### src/rtl/vgachargen_pkg.sv
// vgachargen_pkg
// Shared definitions for the character-generator map controller:
// text geometry, map address width, command opcodes and the engine
// state encoding.
package vgachargen_pkg;

    localparam int MAP_W      = 80;
    localparam int MAP_H      = 30;
    localparam int MAP_DEPTH  = MAP_W * MAP_H;
    localparam int MAP_ADDR_W = 12;

    typedef enum logic [1:0] {
        OP_NOP    = 2'b00,
        OP_FILL   = 2'b01,
        OP_SCROLL = 2'b10,
        OP_RSVD   = 2'b11
    } cmd_op_e;

    typedef enum logic [2:0] {
        ST_IDLE,
        ST_FILL,
        ST_SCROLL_RD,
        ST_SCROLL_WR,
        ST_CLEAR_ROW,
        ST_DONE
    } state_e;

endpackage

### src/rtl/vgachargen_map_ctrl.sv
// vgachargen_map_ctrl
// Owns port A of the character map and colour map BRAMs. A host bus gets
// single-cycle read/write access to either map, while a bulk engine runs
// fill-screen and scroll-up commands. The bus normally wins each cycle;
// the engine is guaranteed progress after STARVE_LIMIT back-to-back bus
// grants, and the write half of a scroll step is never interrupted so
// the word read in the previous cycle is still on the BRAM output.
//
// Ports
//   clk_i, rst_ni                 clock, async active-low reset
//   bus_req_i/we_i/sel_i          host access request, write, map select
//   bus_addr_i/wdata_i            host cell address and write data
//   bus_gnt_o                     host access performed this cycle
//   bus_rvalid_o/rdata_o          host read data, one cycle after grant
//   cmd_valid_i/op_i              engine command handshake and opcode
//   cmd_char_i/color_i            fill character and colour
//   cmd_ready_o/busy_o/done_o     engine idle / active / completion pulse
//   ch_map_*                      character map BRAM port A
//   col_map_*                     colour map BRAM port A
module vgachargen_map_ctrl #(
    parameter int MAP_W        = vgachargen_pkg::MAP_W,
    parameter int MAP_H        = vgachargen_pkg::MAP_H,
    parameter int STARVE_LIMIT = 4
) (
    input  logic                                clk_i,
    input  logic                                rst_ni,
    input  logic                                bus_req_i,
    input  logic                                bus_we_i,
    input  logic                                bus_sel_i,
    input  logic [vgachargen_pkg::MAP_ADDR_W-1:0] bus_addr_i,
    input  logic [7:0]                          bus_wdata_i,
    output logic                                bus_gnt_o,
    output logic                                bus_rvalid_o,
    output logic [7:0]                          bus_rdata_o,
    input  logic                                cmd_valid_i,
    input  logic [1:0]                          cmd_op_i,
    input  logic [7:0]                          cmd_char_i,
    input  logic [7:0]                          cmd_color_i,
    output logic                                cmd_ready_o,
    output logic                                busy_o,
    output logic                                done_o,
    output logic [vgachargen_pkg::MAP_ADDR_W-1:0] ch_map_addr_o,
    output logic                                ch_map_wen_o,
    output logic [7:0]                          ch_map_wdata_o,
    input  logic [7:0]                          ch_map_rdata_i,
    output logic [vgachargen_pkg::MAP_ADDR_W-1:0] col_map_addr_o,
    output logic                                col_map_wen_o,
    output logic [7:0]                          col_map_wdata_o,
    input  logic [7:0]                          col_map_rdata_i
);

    import vgachargen_pkg::*;

    localparam int DEPTH    = MAP_W * MAP_H;
    localparam int STARVE_W = $clog2(STARVE_LIMIT + 2);

    localparam logic [MAP_ADDR_W-1:0] LAST_CELL   = MAP_ADDR_W'(DEPTH - 1);
    localparam logic [MAP_ADDR_W-1:0] LAST_SCROLL = MAP_ADDR_W'(DEPTH - MAP_W - 1);
    localparam logic [MAP_ADDR_W-1:0] ROW_STRIDE  = MAP_ADDR_W'(MAP_W);
    localparam logic [STARVE_W-1:0]   STARVE_CAP  = STARVE_W'(STARVE_LIMIT);

    state_e                state_q, state_d;
    logic [MAP_ADDR_W-1:0] cell_q, cell_d;
    logic [7:0]            char_q, char_d;
    logic [7:0]            color_q, color_d;
    logic [STARVE_W-1:0]   starve_q, starve_d;
    logic                  rvalid_q;
    logic                  rsel_q;

    logic engine_wants;
    logic engine_go;
    logic bus_gnt;

    // Arbitration. Reset gates the grant so nothing reaches the maps while
    // rst_ni is low. The starve counter only runs while the engine has
    // work pending, so it cannot block the bus in IDLE or DONE.
    always_comb begin
        engine_wants = (state_q == ST_FILL) || (state_q == ST_SCROLL_RD) ||
                       (state_q == ST_SCROLL_WR) || (state_q == ST_CLEAR_ROW);
        bus_gnt      = rst_ni && bus_req_i && (state_q != ST_SCROLL_WR) &&
                       !(engine_wants && (starve_q >= STARVE_CAP));
        engine_go    = engine_wants && !bus_gnt;
        starve_d     = (engine_wants && bus_gnt) ? starve_q + 1'b1 : '0;
    end

    // Engine next-state and status. The cell counter and state only move
    // on cycles the engine actually owns the maps.
    always_comb begin
        state_d     = state_q;
        cell_d      = cell_q;
        char_d      = char_q;
        color_d     = color_q;
        cmd_ready_o = (state_q == ST_IDLE);
        busy_o      = (state_q != ST_IDLE);
        done_o      = (state_q == ST_DONE);

        case (state_q)
            ST_IDLE: begin
                if (cmd_valid_i) begin
                    case (cmd_op_e'(cmd_op_i))
                        OP_FILL: begin
                            char_d  = cmd_char_i;
                            color_d = cmd_color_i;
                            cell_d  = '0;
                            state_d = ST_FILL;
                        end
                        OP_SCROLL: begin
                            char_d  = cmd_char_i;
                            color_d = cmd_color_i;
                            cell_d  = '0;
                            state_d = ST_SCROLL_RD;
                        end
                        default: ;
                    endcase
                end
            end
            ST_FILL, ST_CLEAR_ROW: begin
                if (engine_go) begin
                    if (cell_q == LAST_CELL) begin
                        state_d = ST_DONE;
                    end else begin
                        cell_d = cell_q + 1'b1;
                    end
                end
            end
            ST_SCROLL_RD: begin
                if (engine_go) begin
                    state_d = ST_SCROLL_WR;
                end
            end
            ST_SCROLL_WR: begin
                cell_d  = cell_q + 1'b1;
                state_d = (cell_q == LAST_SCROLL) ? ST_CLEAR_ROW : ST_SCROLL_RD;
            end
            ST_DONE: begin
                state_d = ST_IDLE;
            end
            default: begin
                state_d = ST_IDLE;
            end
        endcase
    end

    // Map port A drive. A scroll write forwards the BRAM output directly:
    // SCROLL_WR is only ever entered straight after the engine's own read,
    // so rdata holds the row-below word in exactly that cycle.
    always_comb begin
        ch_map_addr_o   = '0;
        ch_map_wen_o    = 1'b0;
        ch_map_wdata_o  = '0;
        col_map_addr_o  = '0;
        col_map_wen_o   = 1'b0;
        col_map_wdata_o = '0;

        if (bus_gnt) begin
            if (bus_sel_i) begin
                col_map_addr_o  = bus_addr_i;
                col_map_wen_o   = bus_we_i;
                col_map_wdata_o = bus_wdata_i;
            end else begin
                ch_map_addr_o   = bus_addr_i;
                ch_map_wen_o    = bus_we_i;
                ch_map_wdata_o  = bus_wdata_i;
            end
        end else if (engine_go) begin
            case (state_q)
                ST_FILL, ST_CLEAR_ROW: begin
                    ch_map_addr_o   = cell_q;
                    ch_map_wen_o    = 1'b1;
                    ch_map_wdata_o  = char_q;
                    col_map_addr_o  = cell_q;
                    col_map_wen_o   = 1'b1;
                    col_map_wdata_o = color_q;
                end
                ST_SCROLL_RD: begin
                    ch_map_addr_o  = cell_q + ROW_STRIDE;
                    col_map_addr_o = cell_q + ROW_STRIDE;
                end
                ST_SCROLL_WR: begin
                    ch_map_addr_o   = cell_q;
                    ch_map_wen_o    = 1'b1;
                    ch_map_wdata_o  = ch_map_rdata_i;
                    col_map_addr_o  = cell_q;
                    col_map_wen_o   = 1'b1;
                    col_map_wdata_o = col_map_rdata_i;
                end
                default: ;
            endcase
        end
    end

    assign bus_gnt_o    = bus_gnt;
    assign bus_rvalid_o = rvalid_q;
    assign bus_rdata_o  = !rvalid_q ? 8'h00 : (rsel_q ? col_map_rdata_i : ch_map_rdata_i);

    // State registers; a reset mid-command simply abandons the operation.
    always_ff @(posedge clk_i or negedge rst_ni) begin
        if (!rst_ni) begin
            state_q  <= ST_IDLE;
            cell_q   <= '0;
            char_q   <= '0;
            color_q  <= '0;
            starve_q <= '0;
            rvalid_q <= 1'b0;
            rsel_q   <= 1'b0;
        end else begin
            state_q  <= state_d;
            cell_q   <= cell_d;
            char_q   <= char_d;
            color_q  <= color_d;
            starve_q <= starve_d;
            rvalid_q <= bus_gnt && !bus_we_i;
            rsel_q   <= bus_sel_i;
        end
    end

endmodule

### config.mk
export PLATFORM = sky130hd
export DESIGN_NAME = vgachargen_map_ctrl
export DESIGN_NICKNAME = d
export VERILOG_FILES = /design/src/rtl/vgachargen_pkg.sv /design/src/rtl/vgachargen_map_ctrl.sv
export SDC_FILE = /design/constraint.sdc
export NUM_CORES = 1
export LEC_CHECK = 0
export BUFFER_PORTS_ARGS = -buffer_cell sky130_fd_sc_hd__buf_2
export CAP_MARGIN = 20
export CORE_UTILIZATION = 45
export CTS_CLUSTER_DIAMETER = 120
export DETAILED_ROUTE_END_ITERATION = 8
export GPL_TIMING_DRIVEN = 0
export PLACE_DENSITY = 0.75
export SLEW_MARGIN = 30
export SYNTH_ARGS = -nofsm -noshare
export SYNTH_HDL_FRONTEND = slang
export SYNTH_SLANG_ARGS = --single-unit
### constraint.sdc
create_clock -name clk_i -period 4.24 [get_ports clk_i]
set_input_delay 0.424 -clock clk_i [delete_from_list [all_inputs] [get_ports clk_i]]
set_output_delay 0.424 -clock clk_i [all_outputs]
set_load 0.01 [all_outputs]
==> metrics.txt <==
placer congestion estimate between 0.9 and 1; initial DRC count 316; Clock Sinks 36; Core ar. between 5000 and 6000 um^2; WHS just over 0.09 ns; Die W 81.13 um; hold_buf cts 0; FP Rows 28; CP Capture Point ch_map_wdata_o[1]; # port buffers between 100 and 150; Synth area leaders dfrtp_1, nand2_1, a22oi_1; Netlist Area Pre-Place roughly 2800 um^2; fin crit share 0.6981; Die Area ~6600 um^2; TritonCTS clock tree done; number of global-route vias before repair a little over 3000; # setup viols final 0; final slew viol count 0; placed insts between 500 and 600; setup TNS 0 ns; Post-Synthesis Cells 376; R2R Path Start cell_q[0]; TritonCTS Buffers 5; fin crit period around 3.0 ns; top cell type by total area after synthesis dfrtp_1; R2R setup slack just over 2 ns; Post-DP HPWL 6.802 mm; startpoint types input pin; unrepaired setup endpoints after global routing no; CP required between 3 and 4 ns; slowest CP cell buf_4; area grow syn2layout 26.95%; distinct cell type count after synthesis 52; Peak VDD IR about 310 uV; fin cells approximately 570; H-tree depth 2; Max-Cap Viols 0; postcts setup bufs 0; CP endpoint kind primary output; critical path class input pin to primary output; Buf+Inv Stages, Crit Path 4; Crit Path Max Fanout 40; Hold Fails Final Rpt 0; Clock transition at path regs approximately 0.080 ns; Worst Max-Slew Pin Slew 0.7552 ns; Total Power ~0.0018 W; Initial Util 0.4703; Filler Cells Inserted approximately 590; WL per Instance about 16 um; Overall Global Routing Usage 0.2803; initial antenna violation count 0; R2R cell count 8; status complete, no violations; Cell Chain, Critical Path buf_4 > nand2_1 > a211oi_1 > or2_0 > buf_1 > clkbuf_1 > o21ai_1 > buf_2; FMAX ~340 MHz; reg2reg end cell_q[11]; DRT Pass-1 Iters 5; Root Buffer clkbuf_8; first-pass GRT wire length ~14 mm; pwr dens between 500 and 600 nW/um^2; number of routed nets with antenna violations 0; Seq/Total Area, Yosys 0.3197; Ys Warns 0; routed wire length between 8 and 9 mm; Setup Skew between 0.003 and 0.004 ns; drt drc 0; EDFF count, synth 0; stages on the worst setup path 8; WP data arrival about 2.5 ns; Final nets roughly 560; P_leak around 1.9 nW; slew margin rel. 0.4965; prevailing post-synth register cell dfrtp_1; Net Count, Synth between 400 and 500; Top Family by Delay on Critical Path buffers and inverters; mean post-synth cell area around 7.5 um^2; Ant. Diodes 0; total gr overflow 0; area fraction of the dominant cell type after synthesis 0.3197; CP peak stage delay about 0.41 ns; largest net degree at the start of global routing 41; async set or reset register ratio after synthesis 1.000; clk_lat worst skew around 0.29 ns; Critical Path Start rst_ni; Vias/cell about 5.7; die height between 80 and 90 um; vias about 3300; # IOs approximately 120; CTS max path bufs 2; cts repair resizes 0; hold crit path type input pin to asynchronous set/reset pin; share of cells above drive strength 1 0.2831; Seq cells post-synth 36
==> worst min-delay path by stage <==
stage,start,end,cells after the start
2_1_floorplan,rst_ni,bus_rvalid_o,0
3_3_place_gp,starve_q[0],starve_q[0],1
3_5_place_dp,starve_q[0],starve_q[0],1
4_1_cts,bus_sel_i,rsel_q,1
5_1_grt,rst_ni,starve_q[2],1
6_report,rst_ni,starve_q[2],1
==> registers in the layout, summed over array words and instances (netlist names) <==
name          count
char_q            8
bus_rvalid_o      1
cell_q           12
starve_q          3
rsel_q            1
color_q           8
state_q           3
==> synth_stat cells, drive strengths merged, types with 5 or more instances <==
master	count
a22o	8
a21o	9
nor2	16
clkbuf	9
mux2i	10
o31ai	12
a21oi	16
nand4	6
or4	5
nor2b	13
ha	7
o21ai	29
buf	15
inv	14
nand2	98
nand2b	5
dfrtp	36
nor3	9
a22oi	16
==> logic make-up (layout without fill, tap and decap cells) <==
| logic type | count (synthesis) | after routing | share of synthesized area |
|---|---|---|---|
| and+or+nand+nor | 175 | 175 | 0.2913 |
| AOI/OAI and AO/OA | 106 | 106 | 0.2500 |
| buffers and inverters | 38 | 160 | 0.05950 |
| DFF | 36 | 36 | 0.3197 |
| muxes | 10 | 10 | 0.03553 |
| adders and majority gates | 8 | 8 | 0.03463 |
| xor gates and xnor gates | 3 | 3 | 0.009327 |
==> where the power goes <==
group          leakage, nW  internal, W  total, W  switching, W
Sequential           0.469     0.000445  0.000547      0.000102
Clock               0.0404     0.000116  0.000257      0.000140
Combinational         1.38     0.000375  0.000991      0.000616
Total                 1.89     0.000936   0.00179      0.000858
==> area by class of cell <==
type / count / area, um^2 / area share
Multi-Input combinational cell: 302 / 1749 / 0.4890
Sequential cell: 36 / 900.9 / 0.2518
Timing Repair Buffer: 114 / 573.1 / 0.1602
Buffer: 24 / 115.1 / 0.03218
Tap cell: 75 / 93.84 / 0.02623
Clock buffer: 5 / 68.82 / 0.01924
Inverter: 14 / 52.55 / 0.01469
Clock inverter: 3 / 23.77 / 0.006646
==> placed cells by master (no fill, tap or decap), drive strengths merged, types with 10 or more instances in the layout <==
| cell type | instances |
|---|---|
| o21ai | 29 |
| clkbuf | 14 |
| o31ai | 12 |
| mux2i | 10 |
| nor2b | 13 |
| nor2 | 16 |
| a22oi | 16 |
| inv | 14 |
| buf | 129 |
| a21oi | 16 |
| nand2 | 98 |
| dfrtp | 36 |
==> per-layer routing <==
metal,vias to the layer above,global-route usage,part of all wire
met4,0,0.07857,0.016
met2,128,0.4529,0.47
li1,1574,-,-
met3,14,0.04831,0.061
met1,1568,0.3835,0.45
met5,-,0,0
==> through the flow <==
stage                     setup WS, ns  instance area, um^2    util
final                            1.280                 3577  0.5971
after detailed placement        0.9413                 3482  0.5812
after global routing            0.9681                 3577  0.5971
after floorplan                  2.003                 2818       -
after global placement           1.015                 3482  0.5812
after CTS                       0.9455                 3575  0.5967
(Power assumes the default switching activity.)
